[config.mk]
export PLATFORM = sky130hd
export DESIGN_NAME = spdif_burst_capture_flat
export DESIGN_NICKNAME = d
export VERILOG_FILES = /design/src/rtl/spdif_burst_capture_if.sv /design/src/rtl/spdif_burst_capture.sv /design/src/flat_wrapper.sv
export SDC_FILE = /design/constraint.sdc
export NUM_CORES = 1
export LEC_CHECK = 0
export BUFFER_PORTS_ARGS = -buffer_cell sky130_fd_sc_hd__clkbuf_2
export CAP_MARGIN = 25
export CORE_ASPECT_RATIO = 1.4
export CORE_UTILIZATION = 56
export CTS_CLUSTER_SIZE = 25
export DETAILED_ROUTE_END_ITERATION = 8
export PLACE_DENSITY = 0.87
export SLEW_MARGIN = 20
export SYNTH_ARGS = -nofsm -noshare
export SYNTH_HDL_FRONTEND = slang
export SYNTH_SLANG_ARGS = --single-unit
[constraint.sdc]
create_clock -name clock -period 8.7 [get_ports clock]
set_clock_uncertainty 0.1 [all_clocks]
set_input_delay 0.87 -clock clock [delete_from_list [all_inputs] [get_ports clock]]
set_output_delay 0.87 -clock clock [all_outputs]
set_load 0.02 [all_outputs]
[src/rtl/spdif_burst_capture_if.sv]
// spdif_burst_capture_if: MCB command and write-data port between the capture block and the memory controller
interface spdif_burst_capture_if;
  logic cmd_en;
  logic [2:0] cmd_instr;
  logic [5:0] cmd_bl;
  logic [29:0] cmd_byte_addr;
  logic cmd_full;
  logic wr_en;
  logic [31:0] wr_data;
  logic [3:0] wr_mask;
  logic wr_full;
  logic [6:0] wr_count;
  modport master (
    output cmd_en, cmd_instr, cmd_bl, cmd_byte_addr, wr_en, wr_data, wr_mask,
    input cmd_full, wr_full, wr_count
  );
  modport slave (
    input cmd_en, cmd_instr, cmd_bl, cmd_byte_addr, wr_en, wr_data, wr_mask,
    output cmd_full, wr_full, wr_count
  );
endinterface

[src/rtl/spdif_burst_capture.sv]
// spdif_burst_capture: B-aligned, channel-filtered S/PDIF subframe capture into MCB write bursts over a DRAM ring.
// Optional SPDIF_CAPTURE_PARITY_CHECK_EN drops and counts words whose E bit is set.
module spdif_burst_capture #(
  parameter int BURST_WORDS = 16,
  parameter logic [29:0] BASE_ADDR = 30'h0,
  parameter int RING_BYTES = 2**20
) (
  input logic clock,
  input logic reset,
  input logic sub_valid,
  input logic [31:0] sub_word,
  input logic start,
  input logic abort,
  input logic [31:0] frames,
  input logic [1:0] chan_mode,
  output logic [31:0] frames_remaining,
  output logic busy,
  output logic done,
  output logic overflow,
  output logic [15:0] parity_errors,
  spdif_burst_capture_if.master mcb
);
  typedef enum logic [2:0] {IDLE, ARM, FILL, CMD, FLUSH} state_t;
  localparam logic [6:0] BW = 7'(BURST_WORDS);
  localparam logic [31:0] RING_MASK = 32'(RING_BYTES - 1);
  state_t state, state_nxt;
  logic [29:0] addr, addr_nxt;
  logic [6:0] fill, blen, flen, len, fill_nxt;
  logic abort_pend, chan_ok, par_ok, cand, accept, push, issue, fifo_full, load;
  logic [1:0] syn;
  assign syn = sub_word[3:2];
  assign load = (state == IDLE) && start;
  assign chan_ok = chan_mode == 2'b01 ? !syn[1] : chan_mode == 2'b10 ? syn == 2'b10 : 1'b1;
`ifdef SPDIF_CAPTURE_PARITY_CHECK_EN
  assign par_ok = !sub_word[0];
`else
  assign par_ok = 1'b1;
`endif
  // the B word that ends ARM is itself the first candidate
  assign cand = sub_valid && chan_ok && frames_remaining != '0 &&
                ((((state == FILL) || (state == ARM && syn == 2'b00)) && !abort) || (state == CMD));
  assign fifo_full = mcb.wr_full || (mcb.wr_count >= 7'd64);
  assign accept = cand && par_ok;
  assign push = accept && !fifo_full;
  assign flen = fill >= BW ? BW : fill;
  assign len = state == FLUSH ? flen : blen;
  assign issue = ((state == CMD) || (state == FLUSH && fill != '0)) && !mcb.cmd_full;
  assign fill_nxt = fill - (issue ? len : 7'd0) + {6'd0, push};
  assign addr_nxt = BASE_ADDR + 30'((32'(addr - BASE_ADDR) + 32'(len) * 32'd4) & RING_MASK);
  assign mcb.cmd_en = issue;
  assign mcb.cmd_instr = 3'b000;
  assign mcb.cmd_bl = issue ? 6'(len - 7'd1) : '0;
  assign mcb.cmd_byte_addr = issue ? addr : '0;
  assign mcb.wr_mask = '0;
  assign done = (state == IDLE) && (frames_remaining == '0);
  always_comb begin
    state_nxt = state;
    case (state)
      IDLE: state_nxt = start && frames != '0 ? ARM : IDLE;
      ARM: state_nxt = abort ? IDLE : sub_valid && syn == 2'b00 ? FILL : ARM;
      FILL: state_nxt = (fill >= BW) || ((abort || frames_remaining == '0) && fill != '0) ? CMD :
                        (abort || frames_remaining == '0) ? IDLE : FILL;
      // leftovers accepted while waiting on cmd_full still get their own burst
      CMD: state_nxt = !issue ? CMD : (abort_pend || abort) ? FLUSH :
                       (frames_remaining == '0 && fill_nxt == '0) ? IDLE : FILL;
      FLUSH: state_nxt = (fill == '0) || (issue && fill == flen) ? IDLE : FLUSH;
      default: state_nxt = IDLE;
    endcase
  end
  always_ff @(posedge clock or posedge reset)
    if (reset) begin
      state <= IDLE;
      busy <= 1'b0;
      frames_remaining <= '0;
      addr <= BASE_ADDR;
      fill <= '0;
      blen <= '0;
      abort_pend <= 1'b0;
      overflow <= 1'b0;
      mcb.wr_en <= 1'b0;
      mcb.wr_data <= '0;
    end else begin
      state <= state_nxt;
      busy <= state_nxt != IDLE;
      mcb.wr_en <= push;
      if (push) mcb.wr_data <= sub_word;
      if (load) begin
        frames_remaining <= frames;
        addr <= BASE_ADDR;
        fill <= '0;
        overflow <= 1'b0;
        abort_pend <= 1'b0;
      end else begin
        if (push) frames_remaining <= frames_remaining - 32'd1;
        if (accept && fifo_full) overflow <= 1'b1;
        if (issue) addr <= addr_nxt;
        fill <= fill_nxt;
        if (state == FILL && state_nxt == CMD) blen <= flen;
        if ((state == FILL || state == CMD) && abort) abort_pend <= 1'b1;
      end
    end
`ifdef SPDIF_CAPTURE_PARITY_CHECK_EN
  logic [15:0] perr;
  always_ff @(posedge clock or posedge reset)
    if (reset) perr <= '0;
    else if (load) perr <= '0;
    else if (cand && !par_ok && perr != 16'hFFFF) perr <= perr + 16'd1;
  assign parity_errors = perr;
`else
  assign parity_errors = '0;
`endif
endmodule
[src/flat_wrapper.sv]
// flat-port wrapper written by rule: the top's interface ports become plain ports
module spdif_burst_capture_flat 
#(
  parameter int BURST_WORDS = 16,
  parameter logic [29:0] BASE_ADDR = 30'h0,
  parameter int RING_BYTES = 2**20
)
  (clock, reset, sub_valid, sub_word, start, abort, frames, chan_mode, frames_remaining, busy, done, overflow, parity_errors, mcb_cmd_en, mcb_cmd_instr, mcb_cmd_bl, mcb_cmd_byte_addr, mcb_wr_en, mcb_wr_data, mcb_wr_mask, mcb_cmd_full, mcb_wr_full, mcb_wr_count);
  spdif_burst_capture_if mcb_i ();
  input logic clock;
  input logic reset;
  input logic sub_valid;
  input logic [31:0] sub_word;
  input logic start;
  input logic abort;
  input logic [31:0] frames;
  input logic [1:0] chan_mode;
  output logic [31:0] frames_remaining;
  output logic busy;
  output logic done;
  output logic overflow;
  output logic [15:0] parity_errors;
  output wire logic [$bits(mcb_i.cmd_en)-1:0] mcb_cmd_en;
  output wire logic [$bits(mcb_i.cmd_instr)-1:0] mcb_cmd_instr;
  output wire logic [$bits(mcb_i.cmd_bl)-1:0] mcb_cmd_bl;
  output wire logic [$bits(mcb_i.cmd_byte_addr)-1:0] mcb_cmd_byte_addr;
  output wire logic [$bits(mcb_i.wr_en)-1:0] mcb_wr_en;
  output wire logic [$bits(mcb_i.wr_data)-1:0] mcb_wr_data;
  output wire logic [$bits(mcb_i.wr_mask)-1:0] mcb_wr_mask;
  input wire logic [$bits(mcb_i.cmd_full)-1:0] mcb_cmd_full;
  input wire logic [$bits(mcb_i.wr_full)-1:0] mcb_wr_full;
  input wire logic [$bits(mcb_i.wr_count)-1:0] mcb_wr_count;
  assign mcb_cmd_en = mcb_i.cmd_en;
  assign mcb_cmd_instr = mcb_i.cmd_instr;
  assign mcb_cmd_bl = mcb_i.cmd_bl;
  assign mcb_cmd_byte_addr = mcb_i.cmd_byte_addr;
  assign mcb_wr_en = mcb_i.wr_en;
  assign mcb_wr_data = mcb_i.wr_data;
  assign mcb_wr_mask = mcb_i.wr_mask;
  assign mcb_i.cmd_full = mcb_cmd_full;
  assign mcb_i.wr_full = mcb_wr_full;
  assign mcb_i.wr_count = mcb_wr_count;
  spdif_burst_capture #(.BURST_WORDS(BURST_WORDS), .BASE_ADDR(BASE_ADDR), .RING_BYTES(RING_BYTES)) u_core (.clock(clock), .reset(reset), .sub_valid(sub_valid), .sub_word(sub_word), .start(start), .abort(abort), .frames(frames), .chan_mode(chan_mode), .frames_remaining(frames_remaining), .busy(busy), .done(done), .overflow(overflow), .parity_errors(parity_errors), .mcb(mcb_i));
endmodule
# Word-level counts from Yosys, hierarchy flattened
# Cells that the tools add are included.
dict set report word_totals {
  reg_bits 115
  in_bits 80
  out_inout_bits 128
  wordCells 98
}
dict set report op_classes {
  addsub 5
  n_lt_le_gt_ge 2
  n_eq_ne 9
  muxes 26
  bitwise_logic 1
  n_reduce_logical 45
}
# op count
set ops {}
lappend ops {{$mux 30} 3}
lappend ops {{$mux 32} 2}
lappend ops {{$reduce_bool 32->1} 2}
lappend ops {{$logic_not 32->1} 1}
lappend ops {{$sub 32x1->32 const B} 1}
lappend ops {{$mux 7} 4}
lappend ops {{$add 20x9->20} 1}
lappend ops {{$logic_and 1x1->1} 18}
lappend ops {{$mux 3} 5}
lappend ops {{$pmux 3 s5} 1}
lappend ops {{$logic_not 7->1} 2}
lappend ops {{$eq 3x2->1 const B} 3}
lappend ops {{$logic_or 1x1->1} 9}
lappend ops {{$reduce_bool 2->1} 4}
lappend ops {{$add 7x1->7} 1}
lappend ops {{$eq 7x7->1} 1}
lappend ops {{$ge 7x5->1 const B} 1}
lappend ops {{$ge 7x7->1 const B} 1}
lappend ops {{$mux 1} 7}
lappend ops {{$reduce_bool 7->1} 1}
lappend ops {{$sub 7x7->7} 1}
lappend ops {{$mux 2} 3}
lappend ops {{$mux 6} 1}
lappend ops {{$sub 6x1->6 const B} 1}
lappend ops {{10 further kinds} 14}

# Depth between registers and ports, before layout
# Gate-level depths: netlist of the first run.
dict set report depth {
  word_depth 17
  depth_mapped 17
  ltp_nobuf 15
}

# Worst setup path before layout of the first run
# No wires, ideal clock.
dict set report synth_path {
  path_type {reg2reg}
  start {register u_core.frames_remaining[0]}
  end {register u_core.busy}
  setup_ns 0.139
  arrival_ns 4.014
  required_time_ns 8.461
  slack_ns 4.448
  path_stages_with_launch 18
  synth_period_minus_slack_ns 4.252
  path_cell_list {dfrtp_1 -> inv_1 -> ha_1 -> or3b_2 -> nor3_2 -> nand3_2 -> nand2_1 -> inv_2 -> clkbuf_1 -> buf_2 -> ha_1 -> fa_1 -> a21oi_1 -> o221a_2 -> nor3_1 -> nor4_2 -> a21oi_1 -> or4b_1}
}
dict set report synth_between {
  elab_chain_len 12
}
# item line_no
set synth_rtl {}
lappend synth_rtl {{from (decl)} spdif_burst_capture.sv:16} ;# output logic [31:0] frames_remaining,
lappend synth_rtl {{from (signal assigned)} spdif_burst_capture.sv:88} ;# frames_remaining <= frames;
lappend synth_rtl {{from (signal assigned)} spdif_burst_capture.sv:94} ;# if (push) frames_remaining <= frames_remaining - 32'd1;
lappend synth_rtl {{$reduce_bool 32->1} spdif_burst_capture.sv:40} ;# assign cand = sub_valid && chan_ok && frames_remaining != '0 &&
lappend synth_rtl {{$logic_and 1x1->1 (2 in a row)} spdif_burst_capture.sv:40}
lappend synth_rtl {{$logic_and 1x1->1} spdif_burst_capture.sv:44} ;# assign push = accept && !fifo_full;
lappend synth_rtl {{net u_core.push} spdif_burst_capture.sv:29} ;# logic abort_pend, chan_ok, par_ok, cand, accept, push, issue, fifo_full, load;
lappend synth_rtl {{$add 7x1->7} spdif_burst_capture.sv:48} ;# assign fill_nxt = fill - (issue ? len : 7'd0) + {6'd0, push};
lappend synth_rtl {{$logic_not 7->1} spdif_burst_capture.sv:65} ;# (frames_remaining == '0 && fill_nxt == '0) ? IDLE : FILL;
lappend synth_rtl {{$logic_and 1x1->1} spdif_burst_capture.sv:65}
lappend synth_rtl {{$mux 2} spdif_burst_capture.sv:65}
lappend synth_rtl {{$mux 3 (2 in a row)} spdif_burst_capture.sv:64} ;# CMD: state_nxt = !issue ? CMD : (abort_pend || abort) ? FLUSH :
lappend synth_rtl {{$pmux 3 s5} spdif_burst_capture.sv:58} ;# case (state)
lappend synth_rtl {{net u_core.state_nxt[1]} spdif_burst_capture.sv:26} ;# state_t state, state_nxt;
lappend synth_rtl {{$reduce_bool 3->1} spdif_burst_capture.sv:84} ;# busy <= state_nxt != IDLE;
lappend synth_rtl {{to (signal assigned)} spdif_burst_capture.sv:73} ;# busy <= 1'b0;
lappend synth_rtl {{to (signal assigned)} spdif_burst_capture.sv:84}
lappend synth_rtl {{to (decl)} spdif_burst_capture.sv:17} ;# output logic busy,
# The timed path passes the listed nets, and every way through them passes these cells.
# A chain may end at the register's enable or synchronous reset.

# Final worst setup path of the first run
dict set report layout_path {
  start {register u_core.state[0]}
  end {register u_core.busy}
}
dict set report layout_between {
  elab_chain_len 15
}
# item line_no
set layout_rtl {}
lappend layout_rtl {{from (decl)} spdif_burst_capture.sv:26}
lappend layout_rtl {{from (signal assigned)} spdif_burst_capture.sv:83} ;# state <= state_nxt;
lappend layout_rtl {{branches (longest 13 deep; another with $sub 7x7->7)} --}
lappend layout_rtl {{$pmux 3 s5 *} spdif_burst_capture.sv:58}
lappend layout_rtl {{net u_core.state_nxt[1]} spdif_burst_capture.sv:26}
lappend layout_rtl {{$reduce_bool 3->1 *} spdif_burst_capture.sv:84}
# Mark *: on every way through the listed nets, which the timed path passes.

==> out/metrics.yaml, run 1 <==
setup_path:
  r2r-start: "u_core.state[0]"
  worstPathArrival_ns: 5.31
  crit_type: "flip-flop to flip-flop"
  critical_path_cell_count: 13
  endpoint_kind: "flip-flop"
  path_max_fanout: 31
  worstReg2RegEnd: "u_core.busy"
  crit_end: "u_core.busy"
  critPathTopFamily: "simple AND/OR/NAND/NOR gates"
  startpoint_type: "flip-flop"
  crit_required_ns: 8.82
  r2r_cells: 13
  critPathSlowestCell: "inv_1"
  path_cells: "or3b_1, o21bai_1, a21o_1, inv_1, nand2_1, ha_1, fa_1, xor2_1, nor3_1, o21ai_0, nor4_2, a21oi_1, or4b_1"
  max_stage_delay_ns: 0.72
  cp_num_buf_inv: 1
  r2r_slack_ns: 3.51
  crit_start: "u_core.state[0]"
clock_tree:
  cts_made_buffers: 9
  cts_root_buf: "clkbuf_16"
  htree_levels: 3
  cts.path.max_buffers: 2
  cts_setup_buffers: 0
  clock_sinks: 103
  cts_tree: "built"
  post_cts_resized: 0
  clk_pin_slew_ns: 0.07
  clock_latency_ns: 0.35
  ctsHoldBuffers: 0
finish:
  diodes: 0
  seqCellArea_sq_mm: 0.002577
  drive_gt1_frac: 0.2486
  multi_input_area_sq_mm: 0.003366
  fill_cells: 891
  nNetsFinal: 971
  area_growth_pct: 16.73
  layout_common_cells: "166 x clkbuf_2, 145 x nand2_1, 103 x dfrtp_1"
  layout_commonest_cell: "clkbuf_2"
power_and_ir_drop:
  power.share.combinational: 0.502
  seq_power_share: 0.343
  switching_share: 0.4601
  cellPowerDensity_mw_per_mm2: 333.1
  switching_power_mw: 1.136
  clkPwrFrac: 0.155
  p_leak_nw: 3.699
  total_power_mw: 2.469
  ir_drop_v: 0.0001892
  p_int_mw: 1.333
run_status:
  outcome: "finished clean"
logic_synthesis:
  synth.area.top_cells: "dfrtp_1 41%, nand2_1 8.6%, buf_4 4.7%, ha_1 4.1%, nor2_1 2.6%"
  seq_area_frac_synth: 0.4060
  synth-edff-count: 0
  synth_largest_area_cell: "dfrtp_1"
  yosys_register_bits: 103
  synthCells: 718
  ys_async_sr_fraction: 1.000
  synthesis.area_sq_mm: 0.006349
  synth-main-ff-cell: "dfrtp_1"
  yosysWarnings: 0
  yosysTopAreaCellShare: 0.4060
  synthDistinctLibCells: 82
  synth.avg_cell_area_sq_um: 8.842
die:
  die_w_microns: 91.99
  coreArea_sq_mm: 0.01092
  placementRows: 45
  initial_core_util: 0.5812
  fp.dieArea_sq_mm: 0.01177
  die_h_microns: 128.0
  io_pins: 208
routing:
  first_pass_iters: 5
  ant_nets: 0
  drt_iter0_drc: 378
  drc: 0
  post_drt_wl_per_cell_microns: 16.29
  viasPerCell: 5.795
  vias: 5876
  totalWireLength_mm: 16.52
timing:
  fin_crit_sh: 0.5963
  setup_tns_ns: 0
  rsz0062_at_grt: "false"
  clock.fmax_ghz: 0.1928
  hold_violations: 0
  max_slew_margin: 0.4180
  hold-worst-slack_ns: 0.3723
  worstMarginPinSlew_ns: 0.8693
  period_needed_ns: 5.188
  setup_violations: 0
  slew_violations: 0
global_routing:
  grt_overflow_total: 0
  groute.usage.overall: 0.2877
  grt_pass1_wl_mm: 26.78
  antenna_found_initial: 0
  grt_max_degree: 73
  grt_pass1_vias: 5521
placement:
  place_congestion: 0.8920
  hpwl_mm: 12.32
  port_buffers: 166
flow_run:
  drv_cap: 0
worst_hold_path:
  hold_path_class: "flip-flop to flip-flop"
## layer usage
metal,wire (microns),GRT usage
met5,0,0
met3,1247,0.05219
met1,6250,0.3385
met2,8513,0.5083
met4,504,0.1314
## Yosys cell counts (7+ instances only)
library cell / number
clkbuf_1: 18
a21oi_1: 26
nor4_1: 15
o21ai_1: 7
nor3_1: 23
xor2_1: 14
nor2_1: 44
o211ai_1: 8
inv_1: 30
dfrtp_1: 103
or3_1: 7
a221o_1: 8
nand2_1: 145
and2_1: 25
ha_1: 21
mux2i_1: 8
nand4_1: 10
buf_4: 40
o21ai_0: 18
nand3_1: 18
## power by group through the flow
stage                     Clock, mW  Sequential [mW]  Combinational, mW
after global routing          0.401            0.875               1.36
after detailed placement          0            0.845               1.23
final                         0.381            0.848               1.24
after floorplan                   0            0.989              0.726
after CTS                     0.386            0.843               1.24
after global placement            0            0.843               1.19
## how the worst min path moves through the flow
stage                     depth (start not counted)                   start                endpoint
final                                             2  u_core.mcb.wr_data[28]  u_core.mcb.wr_data[28]
after global routing                              2  u_core.mcb.wr_data[12]  u_core.mcb.wr_data[12]
after CTS                                         2   u_core.mcb.wr_data[5]   u_core.mcb.wr_data[5]
after detailed placement                          2   u_core.mcb.wr_data[5]   u_core.mcb.wr_data[5]
after global placement                            2   u_core.mcb.wr_data[0]   u_core.mcb.wr_data[0]
after floorplan                                   1          u_core.blen[5]          u_core.blen[5]
## stage by stage
| step | util | instance area [sq um] | std cells | setup WS [ns] |
|---|---|---|---|---|
| CTS | 0.6759 | 7383 | 1013 | 3.481 |
| global placement | 0.6493 | 7092 | 996 | 3.609 |
| floorplan | - | 6476 | 752 | 4.448 |
| detailed placement | 0.6506 | 7107 | 997 | 3.469 |
| global route | 0.6785 | 7411 | 1014 | 3.133 |
| finish | 0.6785 | 7411 | 1014 | 3.512 |
## cell families after synthesis
family,after synthesis,synth area share
simple gates,343,0.2805
compound gates,118,0.1319
flops,103,0.4060
buf+inv,97,0.08415
fa+ha+maj,24,0.04927
xor+xnor,19,0.02621
mux,13,0.02148
other cells,1,0.0005907
## state kept, by name, summed over array words and instances (netlist names)
signal	flops
u_core.mcb.wr_en	1
u_core.busy	1
u_core.blen	7
u_core.overflow	1
u_core.frames_remaining	32
u_core.abort_pend	1
u_core.mcb.wr_data	32
u_core.addr	18
u_core.fill	7
u_core.state	3
## final cells by class
| cell class | count | area share |
|---|---|---|
| inverters | 31 | 0.01604 |
| flip-flops and latches | 103 | 0.3478 |
| repair buffers | 171 | 0.1209 |
| clock buffers | 11 | 0.03275 |
| clock inverters | 5 | 0.004558 |
| multi-input cells | 552 | 0.4542 |
| well taps | 141 | 0.02381 |
## tightest hold or removal path, delay by kind of cell, from the launching register on
family           cells  cell delay (ns)
DFF                  1             0.34
and+or+nand+nor      2             0.10
(Power assumes the default switching activity.)
==> run 2, diff against run 1 <==
--- a/config.mk
+++ b/config.mk
@@ -8,10 +8,10 @@
 export BUFFER_PORTS_ARGS = -buffer_cell sky130_fd_sc_hd__clkbuf_2
 export CAP_MARGIN = 25
 export CORE_ASPECT_RATIO = 1.4
-export CORE_UTILIZATION = 56
+export CORE_UTILIZATION = 47
 export CTS_CLUSTER_SIZE = 25
 export DETAILED_ROUTE_END_ITERATION = 8
-export PLACE_DENSITY = 0.87
+export PLACE_DENSITY = 0.78
 export SLEW_MARGIN = 20
 export SYNTH_ARGS = -nofsm -noshare
 export SYNTH_HDL_FRONTEND = slang
==> constraint.sdc (replaced) <==
create_clock -name clock -period 4.6 [get_ports clock]
set_clock_uncertainty 0.1 [all_clocks]
set_input_delay 0.46 -clock clock [delete_from_list [all_inputs] [get_ports clock]]
set_output_delay 0.46 -clock clock [all_outputs]
set_load 0.02 [all_outputs]
==> run 2 against run 1 <==
- non-clock buffer count grew 5
- clock power grew 100%
- maximum frequency grew 22%
- via count shrank 3.3%
- global-route usage shrank 4.7 points
- first-iteration DRC count shrank 40%
- worst hold slack lost 0.20 ns
- final area grew 1.2%
- combinational power grew 89%
- count of clock-buffer cells in the layout shrank 2
- power grew 91%
- critical endpoint unchanged
- largest power group unchanged
==> out/metrics.yaml, run 2 (synthesized netlist as in run 1, its figures left out) <==
power_and_ir_drop:
  p_int_mw: 2.536
  switching_share: 0.4615
  p_leak_nw: 3.734
  ir_drop_v: 0.0003328
  cellPowerDensity_mw_per_mm2: 627.9
  switching_power_mw: 2.173
  seq_power_share: 0.340
  power.share.combinational: 0.498
  clkPwrFrac: 0.162
clock_tree:
  cts_root_buf: "clkbuf_16"
  clk_pin_slew_ns: 0.08
  cts.path.max_buffers: 2
  post_cts_resized: 0
  cts_made_buffers: 9
  clock_latency_ns: 0.36
  clock_sinks: 103
  cts_tree: "built"
  cts_setup_buffers: 0
  htree_levels: 3
  ctsHoldBuffers: 0
global_routing:
  grt_overflow_total: 0
  grt_max_degree: 71
  grt_pass1_vias: 5337
  grt_pass1_wl_mm: 26.58
  groute.usage.overall: 0.2409
  antenna_found_initial: 0
placement:
  place_congestion: 0.8881
  numPlacedInstances: 1040
  hpwl_mm: 12.35
  port_buffers: 166
routing:
  totalWireLength_mm: 16.44
  first_pass_iters: 4
  top_layer: "met4"
  viasPerCell: 5.381
  ant_nets: 0
  vias: 5682
  met1Wirelength_mm: 6.563
  met3_length_mm: 1.200
  post_drt_wl_per_cell_microns: 15.57
  drc: 0
  drt_iter0_drc: 227
  dr_wl_met2_mm: 8.352
timing:
  max_slew_margin: 0.4166
  setup_tns_ns: 0
  slew_violations: 0
  rsz0062_at_grt: "false"
  clock.fmax_ghz: 0.2357
  hold-worst-slack_ns: 0.1771
  period_needed_ns: 4.243
  setup_violations: 0
  fin_crit_sh: 0.9224
  hold_violations: 0
  worstMarginPinSlew_ns: 0.8750
setup_path:
  crit_required_ns: 4.73
  r2r-start: "u_core.state[0]"
  r2r_slack_ns: 0.36
  crit_type: "flip-flop to flip-flop"
  worstPathArrival_ns: 4.37
  r2r_cells: 13
  path_max_fanout: 13
  worstReg2RegEnd: "u_core.busy"
  crit_end: "u_core.busy"
  startpoint_type: "flip-flop"
  endpoint_kind: "flip-flop"
  crit_start: "u_core.state[0]"
finish:
  seqCellArea_sq_mm: 0.002577
  layout_commonest_cell: "clkbuf_2"
  area_growth_pct: 18.13
  finalNonFillerCells: 1056
  reg_top3: "u_core.frames_remaining x32, u_core.mcb.wr_data x32, u_core.addr x18"
  fill_cells: 1211
  drive_gt1_frac: 0.2540
  nNetsFinal: 976
  layout_common_cells: "166 x clkbuf_2, 145 x nand2_1, 103 x dfrtp_1"
  diodes: 0
  multi_input_area_sq_mm: 0.003366
die:
  initial_core_util: 0.4884
  die_h_microns: 139.5
  die_w_microns: 100.2
  placementRows: 49
  fp.dieArea_sq_mm: 0.01398
  io_pins: 208
  coreArea_sq_mm: 0.01300
worst_hold_path:
  hold_path_class: "input pin to asynchronous set/reset pin"
flow_run:
  drv_cap: 0
run_status:
  outcome: "finished clean"
==> run 2: how the worst min path moves through the flow <==
stage / endpoint / cells past startpoint
after global routing: u_core.mcb.wr_data[26] / 3
final: u_core.addr[13] / 2
after detailed placement: u_core.mcb.wr_data[6] / 2
after CTS: u_core.mcb.wr_data[28] / 3
after floorplan: u_core.blen[5] / 1
after global placement: u_core.mcb.wr_data[30] / 2
==> run 2: layer usage <==
layer | track usage | up-vias
met5 | 0 | -
met4 | 0.07475 | 0
met3 | 0.05424 | 32
met2 | 0.4149 | 236
met1 | 0.2970 | 2655
li1 | - | 2759
==> run 2: layout make-up <==
| type | count | area share |
|---|---|---|
| inverter | 31 | 0.01585 |
| timing repair buffer | 176 | 0.1235 |
| tap | 178 | 0.02970 |
| clock buffer | 9 | 0.03003 |
| clock inverter | 7 | 0.008509 |
| multi-input combinational | 552 | 0.4488 |
| sequential | 103 | 0.3437 |
==> run 2: critical path, cell delays in order, from the launching register on <==
cell	delay (ns)
dfrtp_1	0.45
or3b_1	0.58
o21bai_1	0.23
a21o_1	0.22
inv_1	0.18
nand2_1	0.08
ha_1	0.32
fa_1	0.48
a21oi_1	0.17
o221a_2	0.23
nor3_1	0.08
nor4_2	0.33
a21oi_1	0.14
or4b_1	0.51
==> run 2: power groups by stage <==
| stage | clock (mW) | combinational [mW] | sequential [mW] |
|---|---|---|---|
| after floorplan | 0 | 1.37 | 1.87 |
| after global placement | 0 | 2.28 | 1.60 |
| after detailed placement | 0 | 2.35 | 1.60 |
| after CTS | 0.776 | 2.36 | 1.59 |
| after global routing | 0.814 | 2.58 | 1.66 |
| final | 0.763 | 2.34 | 1.60 |
==> run 2: through the flow <==
stage,power [mW],cell area [sq um],utilization,setup slack [ns]
final,4.709,7500,0.5770,0.3569
after global routing,5.049,7500,0.5770,0.05107
after CTS,4.726,7500,0.5770,0.3515
after detailed placement,3.947,7211,0.5548,0.3764
after global placement,3.877,7183,0.5527,0.5137
after floorplan,3.243,6476,-,0.3477
